===== config.mk =====
export PLATFORM = sky130hd
export DESIGN_NAME = gon_ybus_collector_flat
export DESIGN_NICKNAME = d
export VERILOG_FILES = /design/src/rtl/gon_pkg.sv /design/src/rtl/gon_ybus_collector_if.sv /design/src/rtl/gon_sync_fifo.sv /design/src/rtl/gon_ybus_collector.sv /design/src/flat_wrapper.sv
export SDC_FILE = /design/constraint.sdc
export NUM_CORES = 1
export LEC_CHECK = 0
export BUFFER_PORTS_ARGS = -buffer_cell sky130_fd_sc_hd__buf_2
export CAP_MARGIN = 10
export CORE_AREA = 2 2 345 347
export CTS_CLUSTER_SIZE = 24
export DETAILED_ROUTE_END_ITERATION = 16
export DIE_AREA = 0 0 347 349
export SKIP_LAST_GASP = 1
export SLEW_MARGIN = 20
export SYNTH_ARGS = -nofsm -noshare
export SYNTH_HDL_FRONTEND = slang
export SYNTH_SLANG_ARGS = --single-unit

===== constraint.sdc =====
create_clock -name link_clk -period 4.4 [get_ports link_clk]
set_input_delay 0 -clock link_clk [delete_from_list [all_inputs] [get_ports link_clk]]
set_output_delay 0 -clock link_clk [all_outputs]
set_load 0.01 [all_outputs]

===== src/rtl/gon_pkg.sv =====
// Shared types and default widths for the global output network Y-bus collector.
package gon_pkg;

  localparam int DATA_WIDTH_DEF    = 64;
  localparam int ROW_TAG_WIDTH_DEF = 4;
  localparam int COL_TAG_WIDTH_DEF = 4;
  localparam int NUM_OF_ROWS_DEF   = 12;
  localparam int FIFO_DEPTH_DEF    = 4;
  localparam int COUNT_WIDTH_DEF   = 8;

  typedef enum logic [1:0] {
    IDLE = 2'd0,
    RUN  = 2'd1,
    DONE = 2'd2
  } state_e;

endpackage


===== src/rtl/gon_ybus_collector_if.sv =====
// Valid/ready word port from the collector to the global buffer.
interface gon_ybus_collector_if
  import gon_pkg::*;
#(
  parameter int DATA_WIDTH = DATA_WIDTH_DEF
);

  logic [DATA_WIDTH-1:0] glb_data;
  logic                  glb_valid;
  logic                  glb_ready;

  modport master (output glb_data, output glb_valid, input glb_ready);
  modport slave  (input glb_data, input glb_valid, output glb_ready);

endinterface


===== src/rtl/gon_sync_fifo.sv =====
// Small synchronous FIFO; the head reads as zero while empty so no stale word leaks out.
module gon_sync_fifo #(
  parameter int DATA_WIDTH = 64,
  parameter int FIFO_DEPTH = 4
) (
  input  logic                          link_clk,
  input  logic                          reset,
  input  logic                          push,
  input  logic [DATA_WIDTH-1:0]         push_data,
  input  logic                          pop,
  output logic [DATA_WIDTH-1:0]         head,
  output logic                          full,
  output logic                          empty,
  output logic [$clog2(FIFO_DEPTH):0]   count
);

  localparam int PTR_W = $clog2(FIFO_DEPTH);
  localparam int CNT_W = PTR_W + 1;
  localparam logic [CNT_W-1:0] DEPTH_C = CNT_W'(FIFO_DEPTH);

  logic [DATA_WIDTH-1:0] mem_q [FIFO_DEPTH];
  logic [PTR_W-1:0]      wr_ptr_q, wr_ptr_d;
  logic [PTR_W-1:0]      rd_ptr_q, rd_ptr_d;
  logic [CNT_W-1:0]      count_q, count_d;
  logic                  do_push, do_pop;

  assign full    = (count_q == DEPTH_C);
  assign empty   = (count_q == '0);
  assign count   = count_q;
  assign do_pop  = pop && !empty;
  assign do_push = push && (!full || do_pop);
  assign head    = empty ? '0 : mem_q[rd_ptr_q];

  // NOTE: every variable gets its default first so no path through this block can infer a latch.
  always_comb begin
    wr_ptr_d = wr_ptr_q;
    rd_ptr_d = rd_ptr_q;
    count_d  = count_q;
    if (do_push) wr_ptr_d = wr_ptr_q + PTR_W'(1);
    if (do_pop)  rd_ptr_d = rd_ptr_q + PTR_W'(1);
    case ({do_push, do_pop})
      2'b10:   count_d = count_q + CNT_W'(1);
      2'b01:   count_d = count_q - CNT_W'(1);
      default: count_d = count_q;
    endcase
  end

  // NOTE: state flops use non-blocking assignments so every flop samples pre-edge values.
  always_ff @(posedge link_clk) begin
    if (!reset) begin
      wr_ptr_q <= '0;
      rd_ptr_q <= '0;
      count_q  <= '0;
    end else begin
      wr_ptr_q <= wr_ptr_d;
      rd_ptr_q <= rd_ptr_d;
      count_q  <= count_d;
    end
  end

  // NOTE: storage is deliberately not reset; occupancy tracking and the empty-gated head cover it.
  always_ff @(posedge link_clk) begin
    if (do_push) mem_q[wr_ptr_q] <= push_data;
  end

endmodule


===== src/rtl/gon_ybus_collector.sv =====
// Sequences psum read-out from one selected PE row's X-bus into a FIFO toward the global buffer.
module gon_ybus_collector
  import gon_pkg::*;
#(
  parameter int DATA_WIDTH    = DATA_WIDTH_DEF,
  parameter int ROW_TAG_WIDTH = ROW_TAG_WIDTH_DEF,
  parameter int COL_TAG_WIDTH = COL_TAG_WIDTH_DEF,
  parameter int NUM_OF_ROWS   = NUM_OF_ROWS_DEF,
  parameter int FIFO_DEPTH    = FIFO_DEPTH_DEF,
  parameter int COUNT_WIDTH   = COUNT_WIDTH_DEF
) (
  input  logic                                  link_clk,
  input  logic                                  reset,
  input  logic                                  start,
  input  logic [ROW_TAG_WIDTH-1:0]              start_row_tag,
  input  logic [COL_TAG_WIDTH-1:0]              start_col_tag,
  input  logic [COUNT_WIDTH-1:0]                start_count,
  input  logic [NUM_OF_ROWS-1:0][DATA_WIDTH-1:0] xbus_data,
  input  logic [NUM_OF_ROWS-1:0]                xbus_ready,
  output logic [NUM_OF_ROWS-1:0]                xbus_enable,
  output logic [COL_TAG_WIDTH-1:0]              col_tag,
  gon_ybus_collector_if.master                  glb,
  output logic                                  busy,
  output logic                                  done,
  output logic                                  tag_error
);

  localparam int CNT_W = $clog2(FIFO_DEPTH) + 1;
  localparam logic [CNT_W-1:0]       DEPTH_C    = CNT_W'(FIFO_DEPTH);
  localparam logic [ROW_TAG_WIDTH:0] NUM_ROWS_C = (ROW_TAG_WIDTH + 1)'(NUM_OF_ROWS);

  state_e                   state_q, state_d;
  logic [ROW_TAG_WIDTH-1:0] row_tag_q, row_tag_d;
  logic [COL_TAG_WIDTH-1:0] col_tag_q, col_tag_d;
  logic [COUNT_WIDTH-1:0]   remaining_q, remaining_d;
  logic                     tag_error_q, tag_error_d;

  logic                     grant, pop;
  logic                     fifo_full, fifo_empty;
  logic [CNT_W-1:0]         fifo_count;
  logic [DATA_WIDTH-1:0]    fifo_head;

  assign pop = !fifo_empty && glb.glb_ready;

  always_comb begin
    state_d     = state_q;
    row_tag_d   = row_tag_q;
    col_tag_d   = col_tag_q;
    remaining_d = remaining_q;
    tag_error_d = 1'b0;
    grant       = 1'b0;
    xbus_enable = '0;
    case (state_q)
      IDLE: begin
        if (start) begin
          if ({1'b0, start_row_tag} >= NUM_ROWS_C) begin
            tag_error_d = 1'b1;
          end else if (start_count == '0) begin
            state_d = DONE;
          end else begin
            row_tag_d   = start_row_tag;
            col_tag_d   = start_col_tag;
            remaining_d = start_count;
            state_d     = RUN;
          end
        end
      end
      RUN: begin
        // A pop this cycle frees a slot, so a full FIFO can still accept the word.
        grant = xbus_ready[row_tag_q] && ((fifo_count < DEPTH_C) || pop);
        if (grant) begin
          xbus_enable[row_tag_q] = 1'b1;
          remaining_d            = remaining_q - COUNT_WIDTH'(1);
          if (remaining_q == COUNT_WIDTH'(1)) state_d = DONE;
        end
      end
      DONE:    state_d = IDLE;
      default: state_d = IDLE;
    endcase
  end

  always_ff @(posedge link_clk) begin
    if (!reset) begin
      state_q     <= IDLE;
      row_tag_q   <= '0;
      col_tag_q   <= '0;
      remaining_q <= '0;
      tag_error_q <= 1'b0;
    end else begin
      state_q     <= state_d;
      row_tag_q   <= row_tag_d;
      col_tag_q   <= col_tag_d;
      remaining_q <= remaining_d;
      tag_error_q <= tag_error_d;
    end
  end

  gon_sync_fifo #(
    .DATA_WIDTH (DATA_WIDTH),
    .FIFO_DEPTH (FIFO_DEPTH)
  ) u_fifo (
    .link_clk  (link_clk),
    .reset     (reset),
    .push      (grant),
    .push_data (xbus_data[row_tag_q]),
    .pop       (pop),
    .head      (fifo_head),
    .full      (fifo_full),
    .empty     (fifo_empty),
    .count     (fifo_count)
  );

  no_overflow_a: assert property (@(posedge link_clk) disable iff (!reset)
                                  !(fifo_full && grant && !pop));

  assign glb.glb_data  = fifo_head;
  assign glb.glb_valid = !fifo_empty;
  assign col_tag       = col_tag_q;
  assign busy          = (state_q != IDLE);
  assign done          = (state_q == DONE);
  assign tag_error     = tag_error_q;

endmodule


===== src/flat_wrapper.sv =====
// flat-port wrapper written by rule: the top's interface ports become plain ports
module gon_ybus_collector_flat import gon_pkg::*;
#(
  parameter int DATA_WIDTH    = DATA_WIDTH_DEF,
  parameter int ROW_TAG_WIDTH = ROW_TAG_WIDTH_DEF,
  parameter int COL_TAG_WIDTH = COL_TAG_WIDTH_DEF,
  parameter int NUM_OF_ROWS   = NUM_OF_ROWS_DEF,
  parameter int FIFO_DEPTH    = FIFO_DEPTH_DEF,
  parameter int COUNT_WIDTH   = COUNT_WIDTH_DEF
)
  (link_clk, reset, start, start_row_tag, start_col_tag, start_count, xbus_data, xbus_ready, xbus_enable, col_tag, busy, done, tag_error, glb_glb_data, glb_glb_valid, glb_glb_ready);
  gon_ybus_collector_if #(.DATA_WIDTH(DATA_WIDTH)) glb_i ();
  input  logic link_clk;
  input  logic reset;
  input  logic start;
  input  logic [ROW_TAG_WIDTH-1:0] start_row_tag;
  input  logic [COL_TAG_WIDTH-1:0] start_col_tag;
  input  logic [COUNT_WIDTH-1:0] start_count;
  input  logic [NUM_OF_ROWS-1:0][DATA_WIDTH-1:0] xbus_data;
  input  logic [NUM_OF_ROWS-1:0] xbus_ready;
  output logic [NUM_OF_ROWS-1:0] xbus_enable;
  output logic [COL_TAG_WIDTH-1:0] col_tag;
  output logic busy;
  output logic done;
  output logic tag_error;
  output wire logic [$bits(glb_i.glb_data)-1:0] glb_glb_data;
  output wire logic [$bits(glb_i.glb_valid)-1:0] glb_glb_valid;
  input wire logic [$bits(glb_i.glb_ready)-1:0] glb_glb_ready;
  assign glb_glb_data = glb_i.glb_data;
  assign glb_glb_valid = glb_i.glb_valid;
  assign glb_i.glb_ready = glb_glb_ready;
  gon_ybus_collector #(.DATA_WIDTH(DATA_WIDTH), .ROW_TAG_WIDTH(ROW_TAG_WIDTH), .COL_TAG_WIDTH(COL_TAG_WIDTH), .NUM_OF_ROWS(NUM_OF_ROWS), .FIFO_DEPTH(FIFO_DEPTH), .COUNT_WIDTH(COUNT_WIDTH)) u_core (.link_clk(link_clk), .reset(reset), .start(start), .start_row_tag(start_row_tag), .start_col_tag(start_col_tag), .start_count(start_count), .xbus_data(xbus_data), .xbus_ready(xbus_ready), .xbus_enable(xbus_enable), .col_tag(col_tag), .glb(glb_i), .busy(busy), .done(done), .tag_error(tag_error));
endmodule

==> results.sh, run 1 <==
export IMPL_outcome="completed"
export IMPL_crit_arrival_ns=3.32
export IMPL_root_buffer="clkbuf_16"
export IMPL_hold_path_class="in2reg"
export IMPL_min_from="xbus_data[673]"
export IMPL_via_per_inst=4.15
export IMPL_synth_top_area_share_pct=44.7
export IMPL_yosys_register_bits=284
export IMPL_maxSlewHeadroom_pct=39.6
export IMPL_synth_main_ff_cell="edfxtp_1"
export IMPL_synth_warnings=0
export IMPL_reg2reg_from="u_core.row_tag_q[0]$_SDFFE_PN0P_"
export IMPL_avgSynthCellArea_sq_um=16.1
export IMPL_dp_cells=3415
export IMPL_die_h_microns=349
export IMPL_period_minus_slack_ns=3.32
export IMPL_fillers=12606
export IMPL_post_drt_wl_per_cell_microns=27.6
export IMPL_path_cells="nor2_1, a221o_1, o41ai_4, nand2_1, nor4b_1, buf_2"
export IMPL_fmax_ghz=0.301
export IMPL_tightest_slew_ns=0.907
export IMPL_drc_errors=0
export IMPL_core_area_sq_um=117000
export IMPL_die_width_microns=347
export IMPL_synthTopCellsByArea="edfxtp_1, mux4_2, mux2i_1"
export IMPL_crit_family="compound AO/OA/AOI/OAI gates"
export IMPL_ir_drop_mv=0.426
export IMPL_ys_seq_area_share_pct=47.9
export IMPL_ant_nets=0
export IMPL_setup_tns_ns=0
export IMPL_place_gp_congestion=0.892
export IMPL_synth_common_cells="mux4_2, edfxtp_1, nand2_1"
export IMPL_critPathMaxFanout=31
export IMPL_fin_area_sq_um=25000
export IMPL_firstDrtPassIters=5
export IMPL_worstSkewPairLatency_ns=0.55
export IMPL_nets=2748
export IMPL_startpoint_type="flip-flop"
export IMPL_grt_pass1_vias=14831
export IMPL_p_per_area_nw_per_um2=402
export IMPL_ys_types=49
export IMPL_yosysMostFrequentCell="mux4_2"
export IMPL_path_buf_inv=1
export IMPL_io_buffers=883
export IMPL_max_cap_violations=0
export IMPL_required_ns=4.40
export IMPL_wl_microns=97200
export IMPL_reg2reg_slack_ns=1.17
export IMPL_vias=14605
export IMPL_synthCells=1072
export IMPL_place_ws_ns=1.15
export IMPL_syn2layout_area_growth_pct=45.0
export IMPL_dp_hpwl_microns=81000
export IMPL_utilization_pct=21.3
export IMPL_fin_crit_sh_pct=75.4
export IMPL_rsz0062_at_grt="no"
export IMPL_cts_resized=0
export IMPL_cts_htree_levels=2
export IMPL_fin_ws_ns=1.08
export IMPL_yosysTopAreaCell="edfxtp_1"
export IMPL_max_stage_delay_ns=0.76
export IMPL_max_clock_path_buffers=3
export IMPL_skew_ns=0.0178
export IMPL_gr_total_overflow=0
export IMPL_synth_edf_count=256
export IMPL_post_cts_buffers=0
export IMPL_grtUsageTotal_pct=15.5
export IMPL_antenna_found_initial=79
export IMPL_start_util_pct=14.7
export IMPL_io_pins=884
export IMPL_leakagePower_nw=9.22
export IMPL_finalHoldViolCount=0
export IMPL_design_die_area_sq_um=121000
export IMPL_cts_hold_buffers_added=25
export IMPL_postSynth_asyncResetShare_pct=0
export IMPL_path_clk_slew_ns=0.06
export IMPL_drive_above_1_share_pct=62.8
export IMPL_finalNonFillerCells=3522
export IMPL_tritoncts="built"
export IMPL_final_max_slew_viol_count=0
export IMPL_grt_pass1_wl_microns=127000
export IMPL_drtIter0Drc=1091
export IMPL_numCtsBuffers=35
export IMPL_crit_start="u_core.row_tag_q[0]$_SDFFE_PN0P_"
export IMPL_grt_max_degree=102
export IMPL_cp_end_kind="primary output"
export IMPL_synth_area_sq_um=17200
export IMPL_cts_sinks=284
export IMPL_syn_nets=1879
export IMPL_slowest_stage="dfxtp_4"
export IMPL_crit_type="reg2out"
export IMPL_place_area_sq_um=23500
export IMPL_setup_viol=0
export IMPL_rows=126
[placed cells by master, fill, tap and decap left out, types with 7 or more instances in the layout]
cell type | netlist | final
nand2b_1 | 8 | 8
dfxtp_1 | 28 | 22
nor2b_1 | 15 | 14
clkinv_1 | 0 | 7
dlygate4sd3_1 | 0 | 25
nand2_1 | 92 | 92
buf_12 | 0 | 8
nor2_1 | 12 | 12
inv_1 | 8 | 8
clkbuf_16 | 0 | 36
diode_2 | 0 | 20
mux4_2 | 257 | 257
buf_2 | 10 | 883
mux2i_1 | 78 | 78
edfxtp_1 | 256 | 256
and2_1 | 75 | 71
buf_4 | 0 | 17
o21ai_0 | 72 | 72
[power by group]
part	switching, W	internal [W]	total (W)	leakage [nW]
logic	0.00209	0.00162	0.00371	6.10
registers	0.000190	0.00317	0.00336	2.55
clock network	0.00117	0.00180	0.00297	0.566
total	0.00346	0.00658	0.0100	9.22
[tightest hold or removal path, delay by kind of cell]
family / cells / cell delay [ns]
muxes: 1 / 0.21
buffers and inverters: 1 / 0.07
AOI/OAI and AO/OA: 1 / 0.15
and+or+nand+nor: 1 / 0.05
[cell type report]
cell class                      count  area, sq um  area share [%]
Clock inverter                     23          265            1.06
Timing Repair Buffer              933         4960            19.9
Sequential cell                   284         8270            33.1
Antenna cell                       20         50.0           0.201
Multi-Input combinational cell    679         8550            34.3
Clock buffer                       39          912            3.65
Tap cell                         1536         1920            7.70
Inverter                            8         30.0           0.120
[registers in the layout (all words and copies together), names as in the netlist, named ones only]
name                    count
u_core.tag_error            1
u_core.row_tag_q            4
u_core.col_tag              4
u_core.state_q              2
u_core.u_fifo.mem_q       256
u_core.u_fifo.wr_ptr_q      2
u_core.u_fifo.count         3
u_core.remaining_q          8
u_core.u_fifo.rd_ptr_q      2
[cells by family (layout without fill, tap and decap cells)]
logic type / Yosys count / count (layout) / share of synthesized area [%]
buffers and inverters: 109 / 1003 / 2.54
XOR/XNOR: 4 / 4 / 0.204
other: 0 / 20 / 0
flip-flops: 284 / 284 / 47.9
AND/OR/NAND/NOR: 229 / 229 / 6.87
multiplexers: 337 / 337 / 38.3
AO/OA/AOI/OAI: 102 / 102 / 3.64
adder cells (fa/ha/maj): 7 / 7 / 0.552
[metrics by stage]
stage | total power (W) | hold slack [ns]
2_1_floorplan | 0.00526 | 0.118
3_3_place_gp | 0.00730 | 0.256
3_5_place_dp | 0.00732 | 0.266
4_1_cts | 0.0104 | 0.0275
5_1_grt | 0.0106 | 0.101
6_report | 0.0100 | 0.0940
[per-layer routing]
layer / share of wire (%) / global-route usage (%)
met3: 9.4 / 5.51
met5: 0.19 / 0
met2: 47 / 25.5
met4: 2.8 / 4.11
met1: 40 / 19.1
[worst paths after layout]
kind,end,cells after the start
max,xbus_enable[3],6
min,u_core.u_fifo.mem_q[3][33]$_DFFE_PP_,4
max reg2reg,u_core.u_fifo.mem_q[0][51]$_DFFE_PP_,5
min reg2reg,u_core.remaining_q[6]$_SDFFE_PN0P_,2
No activity file was read; power rests on OpenSTA's default activity.
==> run 2, diff against run 1 <==
ABC_AREA = 1   (was default)
CORE_AREA = 2 2 342 344   (was 2 2 345 347)
DIE_AREA = 0 0 344 346   (was 0 0 347 349)
clock period = 3.2 ns   (was 4.4 ns; I/O delays follow)
==> results.sh, run 2 <==
export IMPL_grt_pass1_vias=19121
export IMPL_rows=125
export IMPL_start_util_pct=14.7
export IMPL_reg2reg_from="u_core.row_tag_q[0]$_SDFFE_PN0P_"
export IMPL_yosysMostFrequentCell="nor2_1"
export IMPL_finalHoldViolCount=0
export IMPL_ys_seq_area_share_pct=48.8
export IMPL_dp_hpwl_microns=107000
export IMPL_whs_endpoint="u_core.u_fifo.mem_q[3][39]$_DFFE_PP_"
export IMPL_path_clk_slew_ns=0.06
export IMPL_worstSkewPairLatency_ns=0.56
export IMPL_cp_end_kind="primary output"
export IMPL_fin_crit_sh_pct=91.4
export IMPL_drc_errors=0
export IMPL_grt_pass1_wl_microns=168000
export IMPL_wl_microns=131000
export IMPL_cts_resized=0
export IMPL_largest_register_ffs=256
export IMPL_top_register="u_core.u_fifo.mem_q"
export IMPL_final_max_slew_viol_count=0
export IMPL_final_cell_mix="buf_2, nor2_1, nand2_1"
export IMPL_synth_top_family_by_area="compound AO/OA/AOI/OAI gates"
export IMPL_min_from="xbus_data[615]"
export IMPL_drive_above_1_share_pct=36.7
export IMPL_yosys_register_bits=284
export IMPL_post_cts_buffers=0
export IMPL_final_common_cell="buf_2"
export IMPL_via_per_inst=4.62
export IMPL_grt_max_degree=117
export IMPL_ys_types=29
export IMPL_crit_arrival_ns=2.93
export IMPL_syn_nets=2807
export IMPL_synth_common_cells="nor2_1, nand2_1, edfxtp_1"
export IMPL_crit_type="reg2out"
export IMPL_leakagePower_nw=9.82
export IMPL_required_ns=3.20
export IMPL_gr_total_overflow=0
export IMPL_place_ws_ns=0.267
export IMPL_reg_top3="u_core.u_fifo.mem_q: 256 flops, u_core.remaining_q: 8 flops"
export IMPL_synthSimpleGateAreaFrac_pct=21.8
export IMPL_synth_fa_ha_area_share_pct=0.562
export IMPL_startpoint_type="flip-flop"
export IMPL_place_gp_congestion=0.982
export IMPL_setup_viol=0
export IMPL_cts_hold_buffers_added=39
export IMPL_ir_drop_mv=0.392
export IMPL_synth_xor_area_share_pct=0
export IMPL_postSynth_asyncResetShare_pct=0
export IMPL_outcome="completed"
export IMPL_synth_edf_count=256
export IMPL_tightest_slew_ns=0.984
export IMPL_yosysTopAreaCell="edfxtp_1"
export IMPL_firstDrtPassIters=6
export IMPL_p_per_area_nw_per_um2=644
export IMPL_antenna_found_initial=105
export IMPL_skew_ns=0.0378
export IMPL_syn2layout_area_growth_pct=47.9
export IMPL_utilization_pct=21.7
export IMPL_synth_warnings=0
export IMPL_nets=3663
export IMPL_synthCells=2000
export IMPL_tritoncts="built"
export IMPL_die_width_microns=344
export IMPL_drtIter0Drc=1853
export IMPL_io_buffers=883
export IMPL_synth_main_ff_cell="edfxtp_1"
export IMPL_hold_path_class="in2reg"
export IMPL_grtUsageTotal_pct=20.9
export IMPL_synth_top_area_share_pct=45.5
export IMPL_die_h_microns=346
export IMPL_post_drt_wl_per_cell_microns=29.6
export IMPL_max_cap_violations=0
export IMPL_synth_mux_area_share_pct=0
export IMPL_r2r_cells=8
export IMPL_period_minus_slack_ns=2.93
export IMPL_min_path_cells=4
export IMPL_cts_htree_levels=2
export IMPL_root_buffer="clkbuf_16"
export IMPL_vias=20491
export IMPL_core_area_sq_um=115000
export IMPL_rsz0062_at_grt="no"
export IMPL_cts_sinks=284
export IMPL_ant_nets=0
export IMPL_io_pins=884
export IMPL_max_clock_path_buffers=3
export IMPL_synthTopCellsByArea="edfxtp_1, a22oi_1, a31oi_1"
export IMPL_numCtsBuffers=34
export IMPL_reg2reg_slack_ns=0.31
export IMPL_critPathMaxFanout=66
export IMPL_avgSynthCellArea_sq_um=8.46
export IMPL_design_die_area_sq_um=119000
export IMPL_fmax_ghz=0.342
export IMPL_maxSlewHeadroom_pct=34.4
export IMPL_fin_ws_ns=0.275
export IMPL_synth_compound_area_share_pct=23.2
export IMPL_synth_area_sq_um=16900
export IMPL_rr_endpoint="u_core.u_fifo.mem_q[2][27]$_DFFE_PP_"
-- run 2: through the flow --
stage          cells  hold slack [ns]  power [W]  TNS (ns)  cell area (sq um)
6_report        4437           0.0382     0.0161         0              25000
5_1_grt         4421           0.0639     0.0169         0              25000
4_1_cts         4405           0.0204     0.0163         0              24900
3_5_place_dp    4305            0.293     0.0125         0              23400
3_3_place_gp    4305            0.284     0.0124         0              23400
2_1_floorplan   2000            0.138    0.00819   -270.93              16900
-- run 2: power breakdown --
part	internal, W	leakage (nW)	total [W]	switching (W)
clock network	0.00212	0.523	0.00381	0.00168
logic	0.00218	6.74	0.00749	0.00531
registers	0.00459	2.56	0.00480	0.000209
total	0.00889	9.82	0.0161	0.00720
-- run 2: kinds of logic (layout without fill, tap and decap cells) --
group,after synthesis,in the layout
AO/OA/AOI/OAI,619,619
adder cells (fa/ha/maj),7,7
buffers and inverters,230,1111
flip-flops,284,284
other,0,32
AND/OR/NAND/NOR,860,860
-- run 2: final cells by class --
class / count / area [sq um]
Inverter: 48 / 195
Clock buffer: 36 / 880
Antenna cell: 32 / 80.1
Tap cell: 1524 / 1910
Fill cell: 12938 / 90400
Timing Repair Buffer: 1002 / 5710
Multi-Input combinational cell: 1486 / 7760
Clock inverter: 25 / 208
Sequential cell: 284 / 8260
-- run 2: routing by layer --
metal	track usage [%]	part of all wire, %	up-vias
li1	-	-	9136
met1	27.8	43	9873
met2	32.8	45	1195
met3	6.20	9.3	231
met4	5.18	2.7	56
met5	0	0.28	-
-- run 2: worst max-delay path by stage --
| stage | cells after the start | slack [ns] | endpoint |
|---|---|---|---|
| floorplan | 10 | -1.06 | u_core.u_fifo.mem_q[0][0]$_DFFE_PP_ |
| global placement | 6 | 0.31 | u_core.u_fifo.mem_q[3][45]$_DFFE_PP_ |
| detailed placement | 6 | 0.27 | u_core.u_fifo.mem_q[3][45]$_DFFE_PP_ |
| CTS | 5 | 0.21 | glb_glb_data[57] |
| global route | 5 | 0.12 | glb_glb_data[57] |
| finish | 5 | 0.27 | glb_glb_data[7] |
-- run 2: critical path: stages (launching register included) --
cell     delay [ns]
dfxtp_4        0.54
inv_4          0.61
buf_4          0.38
o21ai_0        0.13
a21oi_1        0.40
buf_2          0.25
